===== config.mk =====
export PLATFORM = sky130hd
export DESIGN_NAME = robot_motion_monitor
export DESIGN_NICKNAME = d
export VERILOG_FILES = /design/src/rtl/robot_motion_monitor.sv
export SDC_FILE = /design/constraint.sdc
export NUM_CORES = 1
export LEC_CHECK = 0
export CAP_MARGIN = 10
export CORE_ASPECT_RATIO = 1.4
export CORE_MARGIN = 5
export CORE_UTILIZATION = 49
export CTS_CLUSTER_SIZE = 12
export DETAILED_ROUTE_END_ITERATION = 16
export PLACE_DENSITY = 0.75
export SYNTH_ARGS = -nofsm -noshare
export SYNTH_HDL_FRONTEND = slang
export SYNTH_SLANG_ARGS = --single-unit

===== constraint.sdc =====
create_clock -name clock -period 3.5 [get_ports clock]
set_input_delay 0.35 -clock clock [delete_from_list [all_inputs] [get_ports clock]]
set_output_delay 0.35 -clock clock [all_outputs]
set_load 0.02 [all_outputs]

===== src/rtl/robot_motion_monitor.sv =====
// Always-on supervisor for the robot pose stream: checks every valid sample
// against the map bounds and the legal motion rules, counts moves and turns,
// and latches the first anomaly with a reason code.
module robot_motion_monitor #(
    parameter int ROWS        = 10,
    parameter int COLS        = 20,
    parameter int STUCK_LIMIT = 8,
    parameter int SPIN_LIMIT  = 4,
    parameter int CNT_W       = 16
) (
    input  logic             clock,
    input  logic             reset,
    input  logic             sample_valid,
    input  logic [5:0]       robot_row,
    input  logic [5:0]       robot_column,
    input  logic [2:0]       robot_orientation,
    input  logic             clear_alarm,
    output logic             alarm,
    output logic [2:0]       alarm_code,
    output logic [CNT_W-1:0] move_count,
    output logic [CNT_W-1:0] turn_count,
    output logic             tracking
);

    localparam int STUCK_W = $clog2(STUCK_LIMIT + 1);
    localparam int SPIN_W  = $clog2(SPIN_LIMIT + 1);

    localparam logic [5:0]         ROW_MAX    = 6'(ROWS);
    localparam logic [5:0]         COL_MAX    = 6'(COLS);
    localparam logic [STUCK_W-1:0] STUCK_LAST = STUCK_W'(STUCK_LIMIT - 1);
    localparam logic [SPIN_W-1:0]  SPIN_LAST  = SPIN_W'(SPIN_LIMIT - 1);

    localparam logic [2:0] CODE_NONE         = 3'd0;
    localparam logic [2:0] CODE_OUT_OF_MAP   = 3'd1;
    localparam logic [2:0] CODE_BAD_ORIENT   = 3'd2;
    localparam logic [2:0] CODE_ILLEGAL_MOVE = 3'd3;
    localparam logic [2:0] CODE_STUCK        = 3'd4;
    localparam logic [2:0] CODE_SPIN         = 3'd5;

    typedef enum logic [1:0] {
        WAIT_FIRST = 2'd0,
        TRACK      = 2'd1,
        ALARM      = 2'd2
    } state_t;

    state_t             state_q, state_d;
    logic [2:0]         code_d;
    logic [CNT_W-1:0]   move_d, turn_d;
    logic [5:0]         prev_row_q, prev_row_d;
    logic [5:0]         prev_col_q, prev_col_d;
    logic [2:0]         prev_ori_q, prev_ori_d;
    logic [STUCK_W-1:0] stuck_cnt_q, stuck_cnt_d;
    logic [SPIN_W-1:0]  spin_cnt_q, spin_cnt_d;

    logic signed [6:0]  d_row, d_col;
    logic               out_of_map, bad_orient;
    logic               same_pos, same_ori;
    logic               is_identical, is_turn, is_forward;

    function automatic logic [CNT_W-1:0] sat_inc(input logic [CNT_W-1:0] v);
        return (&v) ? v : v + CNT_W'(1);
    endfunction

    function automatic logic signed [6:0] row_step(input logic [2:0] ori);
        case (ori)
            3'd0:    return -7'sd1;
            3'd1:    return 7'sd1;
            default: return 7'sd0;
        endcase
    endfunction

    function automatic logic signed [6:0] col_step(input logic [2:0] ori);
        case (ori)
            3'd2:    return 7'sd1;
            3'd3:    return -7'sd1;
            default: return 7'sd0;
        endcase
    endfunction

    // 7-bit signed deltas keep row/column 1 minus 1 from aliasing to a legal step
    assign d_row = $signed({1'b0, robot_row})    - $signed({1'b0, prev_row_q});
    assign d_col = $signed({1'b0, robot_column}) - $signed({1'b0, prev_col_q});

    assign out_of_map = (robot_row == 6'd0) || (robot_row > ROW_MAX) ||
                        (robot_column == 6'd0) || (robot_column > COL_MAX);
    assign bad_orient = robot_orientation > 3'd3;

    assign same_pos     = (d_row == 7'sd0) && (d_col == 7'sd0);
    assign same_ori     = robot_orientation == prev_ori_q;
    assign is_identical = same_pos && same_ori;
    assign is_turn      = same_pos && !same_ori;
    assign is_forward   = same_ori && (d_row == row_step(prev_ori_q)) &&
                          (d_col == col_step(prev_ori_q));

    always_comb begin
        state_d     = state_q;
        code_d      = alarm_code;
        move_d      = move_count;
        turn_d      = turn_count;
        prev_row_d  = prev_row_q;
        prev_col_d  = prev_col_q;
        prev_ori_d  = prev_ori_q;
        stuck_cnt_d = stuck_cnt_q;
        spin_cnt_d  = spin_cnt_q;

        case (state_q)
            WAIT_FIRST: begin
                if (sample_valid) begin
                    if (out_of_map) begin
                        code_d  = CODE_OUT_OF_MAP;
                        state_d = ALARM;
                    end else if (bad_orient) begin
                        code_d  = CODE_BAD_ORIENT;
                        state_d = ALARM;
                    end else begin
                        prev_row_d = robot_row;
                        prev_col_d = robot_column;
                        prev_ori_d = robot_orientation;
                        state_d    = TRACK;
                    end
                end
            end

            TRACK: begin
                if (sample_valid) begin
                    // An offending sample leaves counters and previous pose untouched
                    if (out_of_map) begin
                        code_d  = CODE_OUT_OF_MAP;
                        state_d = ALARM;
                    end else if (bad_orient) begin
                        code_d  = CODE_BAD_ORIENT;
                        state_d = ALARM;
                    end else if (!(is_identical || is_turn || is_forward)) begin
                        code_d  = CODE_ILLEGAL_MOVE;
                        state_d = ALARM;
                    end else if (is_identical && (stuck_cnt_q == STUCK_LAST)) begin
                        code_d  = CODE_STUCK;
                        state_d = ALARM;
                    end else if (is_turn && (spin_cnt_q == SPIN_LAST)) begin
                        code_d  = CODE_SPIN;
                        state_d = ALARM;
                    end else begin
                        prev_row_d = robot_row;
                        prev_col_d = robot_column;
                        prev_ori_d = robot_orientation;
                        if (is_identical) begin
                            stuck_cnt_d = stuck_cnt_q + STUCK_W'(1);
                        end else if (is_turn) begin
                            turn_d      = sat_inc(turn_count);
                            spin_cnt_d  = spin_cnt_q + SPIN_W'(1);
                            stuck_cnt_d = '0;
                        end else begin
                            move_d      = sat_inc(move_count);
                            stuck_cnt_d = '0;
                            spin_cnt_d  = '0;
                        end
                    end
                end
            end

            ALARM: begin
                // Clear takes precedence; a coincident sample is simply dropped
                if (clear_alarm) begin
                    code_d      = CODE_NONE;
                    stuck_cnt_d = '0;
                    spin_cnt_d  = '0;
                    state_d     = WAIT_FIRST;
                end
            end

            default: begin
                state_d = WAIT_FIRST;
            end
        endcase
    end

    always_ff @(posedge clock or negedge reset) begin
        if (!reset) begin
            state_q     <= WAIT_FIRST;
            alarm       <= 1'b0;
            alarm_code  <= CODE_NONE;
            tracking    <= 1'b0;
            move_count  <= '0;
            turn_count  <= '0;
            prev_row_q  <= '0;
            prev_col_q  <= '0;
            prev_ori_q  <= '0;
            stuck_cnt_q <= '0;
            spin_cnt_q  <= '0;
        end else begin
            state_q     <= state_d;
            alarm       <= (state_d == ALARM);
            alarm_code  <= code_d;
            tracking    <= (state_d == TRACK);
            move_count  <= move_d;
            turn_count  <= turn_d;
            prev_row_q  <= prev_row_d;
            prev_col_q  <= prev_col_d;
            prev_ori_q  <= prev_ori_d;
            stuck_cnt_q <= stuck_cnt_d;
            spin_cnt_q  <= spin_cnt_d;
        end
    end

endmodule


==> out/qor.csv, run 1 <==
stage;metric;value;unit
yosys;async set-or-reset flop fraction in the synthesized netlist;100.0;%
floorplanning;Die ar.;9607;sq um
yosys;gate count of the mapped netlist;390;
global_route;GRT Residual Overflow;0;
clock_network;Clk pin slew, worst setup/hold paths;70;ps
layout;Inserted Diodes;0;
floorplanning;I/O Pins;56;
detailed_routing;WL per Instance;14.82;um
min_path;min-delay worst type;input pin to asynchronous set/reset pin;
timing;Hold Slack;72.60;ps
global_route;largest net degree at the start of global routing;36;
timing;Min Clock Period, post-route;3439;ps
pwr;leakage power total;2.404;nW
detailed_routing;Iter 0 DRT Violations;123;
clock_network;Num CTS Buffers;9;
yosys;Unique masters post-synth;61;
yosys;post-synth top area cell;dfrtp_1;
yosys;top_reg_cell synth;dfrtp_1;
layout;Finished Layout Cells;604;
floorplanning;core box area;7655;sq um
detailed_routing;via count;3262;
layout;share of post-route cells with drive strength above 1;20.63;%
timing;fin worst setup slack;61.12;ps
detailed_routing;DRT Pass-1 Iters;5;
yosys;number of synthesized register bits;61;
timing;Worst Tran Pin Value;783.1;ps
yosys;synthesized area;3785;sq um
run_status;status;finished, final reports clean;
yosys;number of synthesized flops with an enable pin;0;
critical_path;max incr delay on CP;420;ps
critical_path;Slowest-stage cell, CP;fa_2;
detailed_routing;# DRC;0;
detailed_routing;Final ANT Viol Nets;0;
clock_network;worst-skew pair later-pin latency;360;ps
global_route;number of antenna violations at the first check in global routing;0;
placement;detailed placement HPWL;6.678;mm
detailed_routing;DRT Wirelength;8.949;mm
floorplanning;die width;84.28;um
placement;number of port buffers;55;
layout;Final nets;541;
timing;clk_skew;9.788;ps
timing;Final Max Slew Viols;0;
yosys;register area share after synthesis;40.33;%
pwr;Power, Total;2.238;mW
clock_network;CTS tree;built;
global_route;GR Util All Layers;18.92;%
clock_network;Clock Sink Count;61;
critical_path;CP Capture Type;flop;
timing;period utilisation layout;98.25;%
floorplanning;Die Ht;114.0;um
global_route;first-pass GRT wire length;14.60;mm
clock_network;CTS Root Cell;clkbuf_8;
clock_network;H-tree Lvls;3;
layout;area delta synth->final;35.07;%
critical_path;startpoint types;flop;
yosys;ranking of synthesized cells by area;dfrtp_1 (40%), ha_1 (6.9%), xnor2_1 (6.5%), inv_1 (3.7%), mux2_2 (3.0%);
timing;Fmax;290.8;MHz
yosys;syn avg cell area;9.705;sq um
yosys;post-synth top area share;40.33;%
timing;final hold viol count;0;
placement;pre-CTS worst setup slack;-409.0;ps
placement;Placed Cells;579;
yosys;YS warnings;0;
critical_path;Worst EP required;3740;ps
clock_network;Hold Buf Count CTS;0;
global_route;vias in the first global route;3333;
floorplanning;Initial Util;49.44;%
pwr;VDD IR max;240.1;uV
timing;Setup violations, final;0;
run;MaxCap Viol Count;0;
yosys;Synthesized Nets;432;
critical_path;crit-path cells;ha_1, fa_2, xor2_1, or3_1, mux2i_1, nand3_1, o31a_1, o21a_1, a311o_1, buf_12, buf_4, mux2_2;
pwr;power per cell area;437.8;nW/um^2
critical_path;CP Max Fanout;5;
detailed_routing;vias per std cell;5.401;
clock_network;Clock Path Buffers;2;
floorplanning;row count;38;
critical_path;WS Path Type;flop to flop;
placement;Routability Congestion;0.9126;
critical_path;Data arrival, critical path;3680;ps
timing;relative slew slack;47.79;%
## per-stage QoR
step	setup TNS, ps	cell area, sq um	utilization (%)
finish	0	5112	66.79
detailed placement	-13050	4725	61.72
CTS	0	4926	64.35
global route	-558.0	5112	66.79
floorplan	0	3785	-
global placement	-8102	4725	61.72
## registers in the layout, indices dropped and copies added, names as in the netlist
signal / cells
prev_row_q: 6
prev_ori_q: 3
alarm_code: 3
tracking: 1
spin_cnt_q: 3
move_count: 16
alarm: 1
prev_col_q: 6
turn_count: 16
stuck_cnt_q: 4
state_q: 2
## final timing paths
check,slack [ps],startpoint,endpoint,cells past startpoint
min in group clock,330,robot_row[0],prev_row_q[0],2
worst min-delay path,70,reset,state_q[1],1
max in group asynchronous,2590,reset,turn_count[4],2
worst max-delay path,60,prev_row_q[0],prev_col_q[2],12
worst max register to register,60,prev_row_q[0],prev_col_q[2],12
worst min register to register,490,turn_count[9],turn_count[9],1
## kinds of logic (layout without fill, tap and decap cells)
logic type,count (synthesis),count (layout),share of synthesized area [%]
xor gates and xnor gates,38,38,8.793
buffers and inverters,44,158,5.025
DFF,61,61,40.33
AOI/OAI and AO/OA,63,63,11.47
muxes,20,20,6.017
and+or+nand+nor,141,141,20.36
adders and majority gates,23,23,8.000
## cells in the mapped netlist, drive strengths merged (3+ instances only)
library cell,count
a31oi,3
nand2,21
ha,21
a21oi,10
or2,3
nand2b,3
a211oi,3
and3,10
dfrtp,61
o21a,4
inv,37
nor2,26
mux2,13
o22ai,3
nor3b,3
xnor2,28
buf,5
mux2i,7
nand3,20
o31a,3
o21ai,18
nor3,9
and4,4
or3,6
nor4,4
nand4,11
and2,7
xor2,10
nor2b,6
## timing repair
| action | 4_1_cts | 5_1_grt |
|---|---|---|
| resized for setup | 2 | 24 |
| gates cloned | 0 | 0 |
| pin swaps | 0 | 13 |
| setup buffers | 0 | 9 |
| endpoints found under the setup margin | 10 | 42 |
## final cells by class
class,count,area (sq um)
repair buffers,105,967.2
well taps,100,125.1
flip-flops and latches,61,1526
fillers,634,2542
clock buffers,12,145.1
clock inverters,4,47.55
multi-input cells,285,2162
inverters,37,138.9
## cells in the final DEF (no fill, tap or decap), types with 3 or more instances in the layout
cell type        Yosys  routed
buf_12               0       3
xor2_1              10       9
or3_1                6       5
and2_1               7       7
xnor2_1             28      28
mux2_2              10      10
clkdlybuf4s50_1      0      52
nor4_1               4       3
o21a_1               4       4
dfrtp_1             61      61
o21ai_1              1       3
a21oi_1             10       9
mux2i_1              7       6
a211oi_2             1       3
nand4_1             11      11
ha_1                21      20
o31a_1               3       3
clkbuf_8             0      10
nor3_1               7       7
nor2_1              26      26
nand3_1             20      20
o21ai_0             17      15
nand2_1             21      21
inv_1               37      37
and4_1               4       3
nor2b_1              6       6
buf_4                0      46
mux2_4               3       3
nor3b_1              3       3
and3_1              10       9
## report_power, final
| group | internal [mW] | switching [mW] | total [mW] |
|---|---|---|---|
| Sequential | 0.757 | 0.0380 | 0.795 |
| Clock | 0.346 | 0.286 | 0.632 |
| Combinational | 0.404 | 0.407 | 0.811 |
| Total | 1.51 | 0.731 | 2.24 |
## critical path, delay by kind of cell, from the launching register on
family                     cells  cell delay [ps]
xor gates and xnor gates       1              190
AOI/OAI and AO/OA              3              880
buffers and inverters          2              290
muxes                          2              460
adders and majority gates      2              640
and+or+nand+nor                2              450
DFF                            1              390
## routing by layer
layer / wire length, um / share of wire (%) / vias up / GRT usage (%)
met5: 0 / 0 / - / 0
met4: 279 / 3.1 / 0 / 9.227
met3: 425 / 4.7 / 19 / 4.046
met2: 4863 / 54 / 76 / 36.25
met1: 3381 / 38 / 1571 / 19.03
li1: - / - / 1596 / -
(Power assumes the default switching activity.)
==> run 2: changes to the inputs <==
Settings changed: CORE_MARGIN 5 to not set.
==> out/qor.csv, run 2 (synthesized netlist as in run 1, its figures left out) <==
stage;metric;value;unit;change
global_route;vias in the first global route;3281;;was 3333
timing;clk_skew;11.04;ps;was 9.788 ps
detailed_routing;Iter 0 DRT Violations;162;;was 123
layout;Finished Layout Cells;611;;was 604
critical_path;CP Max Fanout;5;;unchanged
critical_path;Data arrival, critical path;3680;ps;about the same
timing;period utilisation layout;98.56;%;was 98.25%
layout;Final nets;551;;was 541
placement;pre-CTS worst setup slack;-358.3;ps;was -409.0 ps
clock_network;Hold Buf Count CTS;0;;unchanged
detailed_routing;vias per std cell;5.457;;was 5.401
floorplanning;die width;76.28;um;was 84.28 um
clock_network;worst-skew pair later-pin latency;350;ps;was 360 ps
floorplanning;Initial Util;51.10;%;was 49.44%
detailed_routing;WL per Instance;14.99;um;was 14.82 um
global_route;number of antenna violations at the first check in global routing;0;;unchanged
pwr;power per cell area;445.1;nW/um^2;was 437.8 nW/um^2
floorplanning;Die Ht;106.0;um;was 114.0 um
timing;Final Max Slew Viols;0;;unchanged
run;MaxCap Viol Count;0;;unchanged
timing;fin worst setup slack;50.46;ps;was 61.12 ps
floorplanning;Die ar.;8085;sq um;was 9607 sq um
placement;number of port buffers;55;;unchanged
pwr;VDD IR max;339.7;uV;was 240.1 uV
layout;final core utilization;70.22;%;was 66.79%
detailed_routing;DRT Pass-1 Iters;4;;was 5
placement;Placed Cells;582;;was 579
run_status;status;finished, final reports clean;;unchanged
timing;Setup violations, final;0;;unchanged
global_route;GRT Residual Overflow;0;;unchanged
layout;share of post-route cells with drive strength above 1;23.35;%;was 20.63%
timing;Worst Tran Pin Value;833.0;ps;was 783.1 ps
detailed_routing;DRT Wirelength;9.161;mm;was 8.949 mm
global_route;GR Util All Layers;23.20;%;was 18.92%
clock_network;H-tree Lvls;3;;unchanged
floorplanning;core box area;7407;sq um;was 7655 sq um
layout;commonest non-fill, non-tap cell in the layout;dfrtp_1;;unchanged
clock_network;CTS Root Cell;clkbuf_8;;unchanged
detailed_routing;Final ANT Viol Nets;0;;unchanged
timing;Hold Slack;105.9;ps;was 72.60 ps
placement;detailed placement HPWL;6.613;mm;was 6.678 mm
layout;Inserted Diodes;0;;unchanged
clock_network;Num CTS Buffers;9;;unchanged
pwr;leakage power total;2.439;nW;was 2.404 nW
global_route;first-pass GRT wire length;14.67;mm;was 14.60 mm
timing;relative slew slack;44.47;%;was 47.79%
timing;final hold viol count;0;;unchanged
layout;area occupied by multi-input gates;2198;sq um;was 2162 sq um
critical_path;startpoint types;input pin;;was flop
critical_path;WS Path Type;input pin to flop;;was flop to flop
clock_network;Clock Path Buffers;2;;unchanged
clock_network;Clk pin slew, worst setup/hold paths;70;ps;about the same
detailed_routing;# DRC;0;;unchanged
layout;most frequent cells in the layout;dfrtp_1 (61), buf_4 (58), clkdlybuf4s50_1 (53);;was dfrtp_1 (61), clkdlybuf4s50_1 (52), buf_4 (46)
detailed_routing;via count;3334;;was 3262
floorplanning;I/O Pins;56;;unchanged
clock_network;CTS tree;built;;unchanged
critical_path;CP Capture Type;flop;;unchanged
critical_path;Worst EP required;3730;ps;was 3740 ps
timing;Min Clock Period, post-route;3450;ps;was 3439 ps
timing;Fmax;289.9;MHz;was 290.8 MHz
global_route;largest net degree at the start of global routing;37;;was 36
clock_network;Clock Sink Count;61;;unchanged
layout;Storage cell area;1526;sq um;unchanged
floorplanning;row count;37;;was 38
layout;Regs by FF count;move_count (16), turn_count (16);;unchanged
layout;area delta synth->final;37.42;%;was 35.07%
layout;number of fill cells;576;;was 634
min_path;min-delay worst type;input pin to asynchronous set/reset pin;;unchanged
placement;Routability Congestion;0.8557;;was 0.9126
run 2: cell count changes in the layout (fill, tap and decap cells not counted), sizes merged:
cell	change
clkdlybuf4s50	+1
buf	+10
dlymetal6s2s	-1
run 2: stage by stage:
stage	TNS (ps)	total power, mW	instance area (sq um)
after floorplan	0	1.260	3785
after global placement	-9116	1.519	4766
after detailed placement	-12650	1.542	4766
after CTS	0	2.181	4959
after global routing	-1040	2.443	5201
final	0	2.315	5201
run 2: repair_timing:
action	in CTS	in global routing
endpoints found under the setup margin	0	56
hold endpoints to repair	0	0
resized for setup	0	34
setup buffers	0	13
run 2: cell type report:
type / instances / share of cell area (%)
clock buffers: 12 / 2.790
inverters: 37 / 2.670
multi-input cells: 285 / 42.27
well taps: 97 / 2.333
clock inverters: 4 / 0.9141
flip-flops and latches: 61 / 29.35
repair buffers: 115 / 19.68
run 2: power by group:
part,internal (mW),switching (mW),total [mW]
Clock,0.346,0.287,0.633
Sequential,0.757,0.0392,0.797
Combinational,0.450,0.435,0.886
Total,1.55,0.761,2.31
run 2: path summary, 6_finish.rpt:
path                                 start            end  slack, ps  depth (start not counted)
hold / removal                       reset  move_count[7]        110                          1
min in group clock         robot_column[0]  prev_col_q[0]        390                          3
setup reg to reg             prev_col_q[0]  prev_ori_q[0]         60                         14
setup / recovery              robot_row[0]  prev_ori_q[0]         50                         14
hold reg to reg              spin_cnt_q[0]  spin_cnt_q[0]        480                          1
max in group asynchronous            reset  turn_count[5]       2550                          2
run 2: metal layers:
metal / part of all wire, % / wire (um) / vias to the layer above / global-route usage [%]
met5: 0 / 0 / - / 0
met4: 3.3 / 302 / 0 / 11.68
met3: 2.8 / 253 / 19 / 3.691
met2: 54 / 4984 / 71 / 44.14
met1: 40 / 3620 / 1635 / 24.32
li1: - / - / 1609 / -
run 2: worst max-delay path: stages:
cell and delay (ps):
clkdlybuf4s50_1 470, inv_1 50, ha_2 190, fa_2 390, xor2_2 170, or3_4 400, mux2i_4 160, nand3_2 90
o31a_1 300, o21a_1 200, a311o_1 370, buf_12 150, buf_12 120, mux2_4 280
==> run 3: changes to the inputs <==
Settings changed: PLACE_DENSITY 0.75 to 0.76.
==> out/qor.csv, run 3 (synthesized netlist as in run 1, its figures left out) <==
stage;metric;value;unit;change
run_status;status;finished, final reports clean;;unchanged
layout;Final nets;534;;was 551
global_route;number of antenna violations at the first check in global routing;0;;unchanged
timing;Min Clock Period, post-route;3409;ps;was 3450 ps
detailed_routing;# DRC;0;;unchanged
placement;Placed Cells;578;;was 582
clock_network;worst-skew pair later-pin latency;350;ps;about the same
global_route;GR Util All Layers;23.32;%;was 23.20%
critical_path;sum of buffers and inverters on the critical path;4;;unchanged
placement;Routability Congestion;0.8741;;was 0.8557
critical_path;most frequent CP cell;nand3_1;;was buf_12
floorplanning;Die Ht;106.0;um;unchanged
critical_path;Slowest-stage cell, CP;clkdlybuf4s50_1;;unchanged
clock_network;CTS tree;built;;unchanged
timing;Final Max Slew Viols;0;;unchanged
timing;clk_skew;12.89;ps;was 11.04 ps
placement;detailed placement HPWL;6.646;mm;was 6.613 mm
detailed_routing;Final ANT Viol Nets;0;;unchanged
timing;relative slew slack;57.77;%;was 44.47%
timing;Fmax;293.3;MHz;was 289.9 MHz
clock_network;Clock Path Buffers;2;;unchanged
detailed_routing;DRT Pass-1 Iters;5;;was 4
timing;Hold Slack;7.074;ps;was 105.9 ps
critical_path;WS Path Type;input pin to flop;;unchanged
layout;area delta synth->final;32.79;%;was 37.42%
floorplanning;core box area;7407;sq um;unchanged
detailed_routing;vias per std cell;5.520;;was 5.457
clock_network;Num CTS Buffers;9;;unchanged
layout;share of post-route cells with drive strength above 1;18.71;%;was 23.35%
detailed_routing;Iter 0 DRT Violations;103;;was 162
detailed_routing;WL per Instance;14.87;um;was 14.99 um
pwr;leakage power total;2.346;nW;was 2.439 nW
floorplanning;Initial Util;51.10;%;unchanged
critical_path;crit-path cells;clkdlybuf4s50_1, inv_1, ha_2, fa_2, buf_4, xor2_2, nand3_1, mux2i_1, a32o_1, nand3_1, o31a_1, o21a_1, a311o_1, buf_12, mux2_4;;was clkdlybuf4s50_1, inv_1, ha_2, fa_2, xor2_2, or3_4, mux2i_4, nand3_2, o31a_1, o21a_1, a311o_1, buf_12, buf_12, mux2_4
clock_network;Hold Buf Count CTS;0;;unchanged
critical_path;delay-heaviest family, CP;compound AO/OA/AOI/OAI gates;;unchanged
critical_path;Worst EP required;3740;ps;was 3730 ps
critical_path;max incr delay on CP;480;ps;was 470 ps
timing;final hold viol count;0;;unchanged
clock_network;Clk pin slew, worst setup/hold paths;80;ps;was 70 ps
run;MaxCap Viol Count;0;;unchanged
layout;final core utilization;67.85;%;was 70.22%
clock_network;Clock Sink Count;61;;unchanged
global_route;GRT Residual Overflow;0;;unchanged
layout;commonest non-fill, non-tap cell in the layout;dfrtp_1;;unchanged
floorplanning;Die ar.;8085;sq um;unchanged
layout;Finished Layout Cells;594;;was 611
critical_path;startpoint types;input pin;;unchanged
clock_network;CTS Root Cell;clkbuf_8;;unchanged
timing;Worst Tran Pin Value;633.5;ps;was 833.0 ps
global_route;largest net degree at the start of global routing;37;;unchanged
floorplanning;die width;76.28;um;unchanged
timing;period utilisation layout;97.40;%;was 98.56%
layout;most frequent cells in the layout;dfrtp_1 (61), clkdlybuf4s50_1 (53), buf_4 (42);;was dfrtp_1 (61), buf_4 (58), clkdlybuf4s50_1 (53)
critical_path;CP Max Fanout;13;;was 5
floorplanning;I/O Pins;56;;unchanged
critical_path;Data arrival, critical path;3650;ps;was 3680 ps
layout;Regs by FF count;move_count (16), turn_count (16);;unchanged
global_route;vias in the first global route;3276;;was 3281
clock_network;H-tree Lvls;3;;unchanged
min_path;min-delay worst type;input pin to asynchronous set/reset pin;;unchanged
critical_path;CP Capture Type;flop;;unchanged
pwr;VDD IR max;276.5;uV;was 339.7 uV
placement;number of port buffers;55;;unchanged
layout;Inserted Diodes;0;;unchanged
detailed_routing;DRT Wirelength;8.833;mm;was 9.161 mm
timing;Setup violations, final;0;;unchanged
floorplanning;row count;37;;unchanged
global_route;first-pass GRT wire length;14.90;mm;was 14.67 mm
detailed_routing;via count;3279;;was 3334
pwr;power per cell area;453.1;nW/um^2;was 445.1 nW/um^2
[run 3: final timing paths]
check                           startpoint             end  slack, ps  cells after the start
min in group clock            robot_row[0]   prev_row_q[0]        340                      2
setup reg to reg             prev_row_q[0]   prev_ori_q[1]        240                     13
max in group asynchronous            reset  move_count[15]       2600                      2
hold / removal                       reset   move_count[8]          7                      1
hold reg to reg              prev_col_q[5]   prev_col_q[5]        490                      1
setup / recovery           robot_column[0]   prev_ori_q[1]         90                     15
[run 3: per-stage QoR]
stage / cell area [sq um] / setup TNS (ps) / setup WS [ps] / total power, mW
floorplan: 3785 / 0 / 206.4 / 1.260
global placement: 4736 / -12800 / -358.8 / 1.509
detailed placement: 4736 / -19310 / -479.5 / 1.532
CTS: 4974 / 0 / 37.13 / 2.253
global route: 5026 / -64.87 / -20.43 / 2.406
finish: 5026 / 0 / 91.02 / 2.278
[run 3: repair_timing]
| action | in CTS | in global routing |
|---|---|---|
| pin swaps | 1 | 3 |
| gates resized for setup | 3 | 11 |
| setup buffers | 0 | 0 |
| endpoints found under the hold margin | 0 | 0 |
| setup endpoints to repair | 20 | 42 |
[run 3: area by class of cell]
cell class,instances,area (sq um)
fillers,583,2381
repair buffers,98,883.3
clock buffers,9,123.9
multi-input cells,285,2135
well taps,97,121.4
inverters,37,138.9
flip-flops and latches,61,1526
clock inverters,7,97.59
[run 3: power by group]
part / switching [mW] / internal (mW) / total [mW] / leakage [nW]
clock: 0.308 / 0.403 / 0.711 / 0.106
sequential: 0.0386 / 0.757 / 0.795 / 0.812
combinational: 0.396 / 0.375 / 0.771 / 1.43
[run 3: layer usage]
| metal | track usage [%] | routed length (um) |
|---|---|---|
| met3 | 3.433 | 258 |
| met4 | 11.26 | 217 |
| met1 | 25.73 | 3583 |
| met5 | 0 | 0 |
| met2 | 43.31 | 4773 |
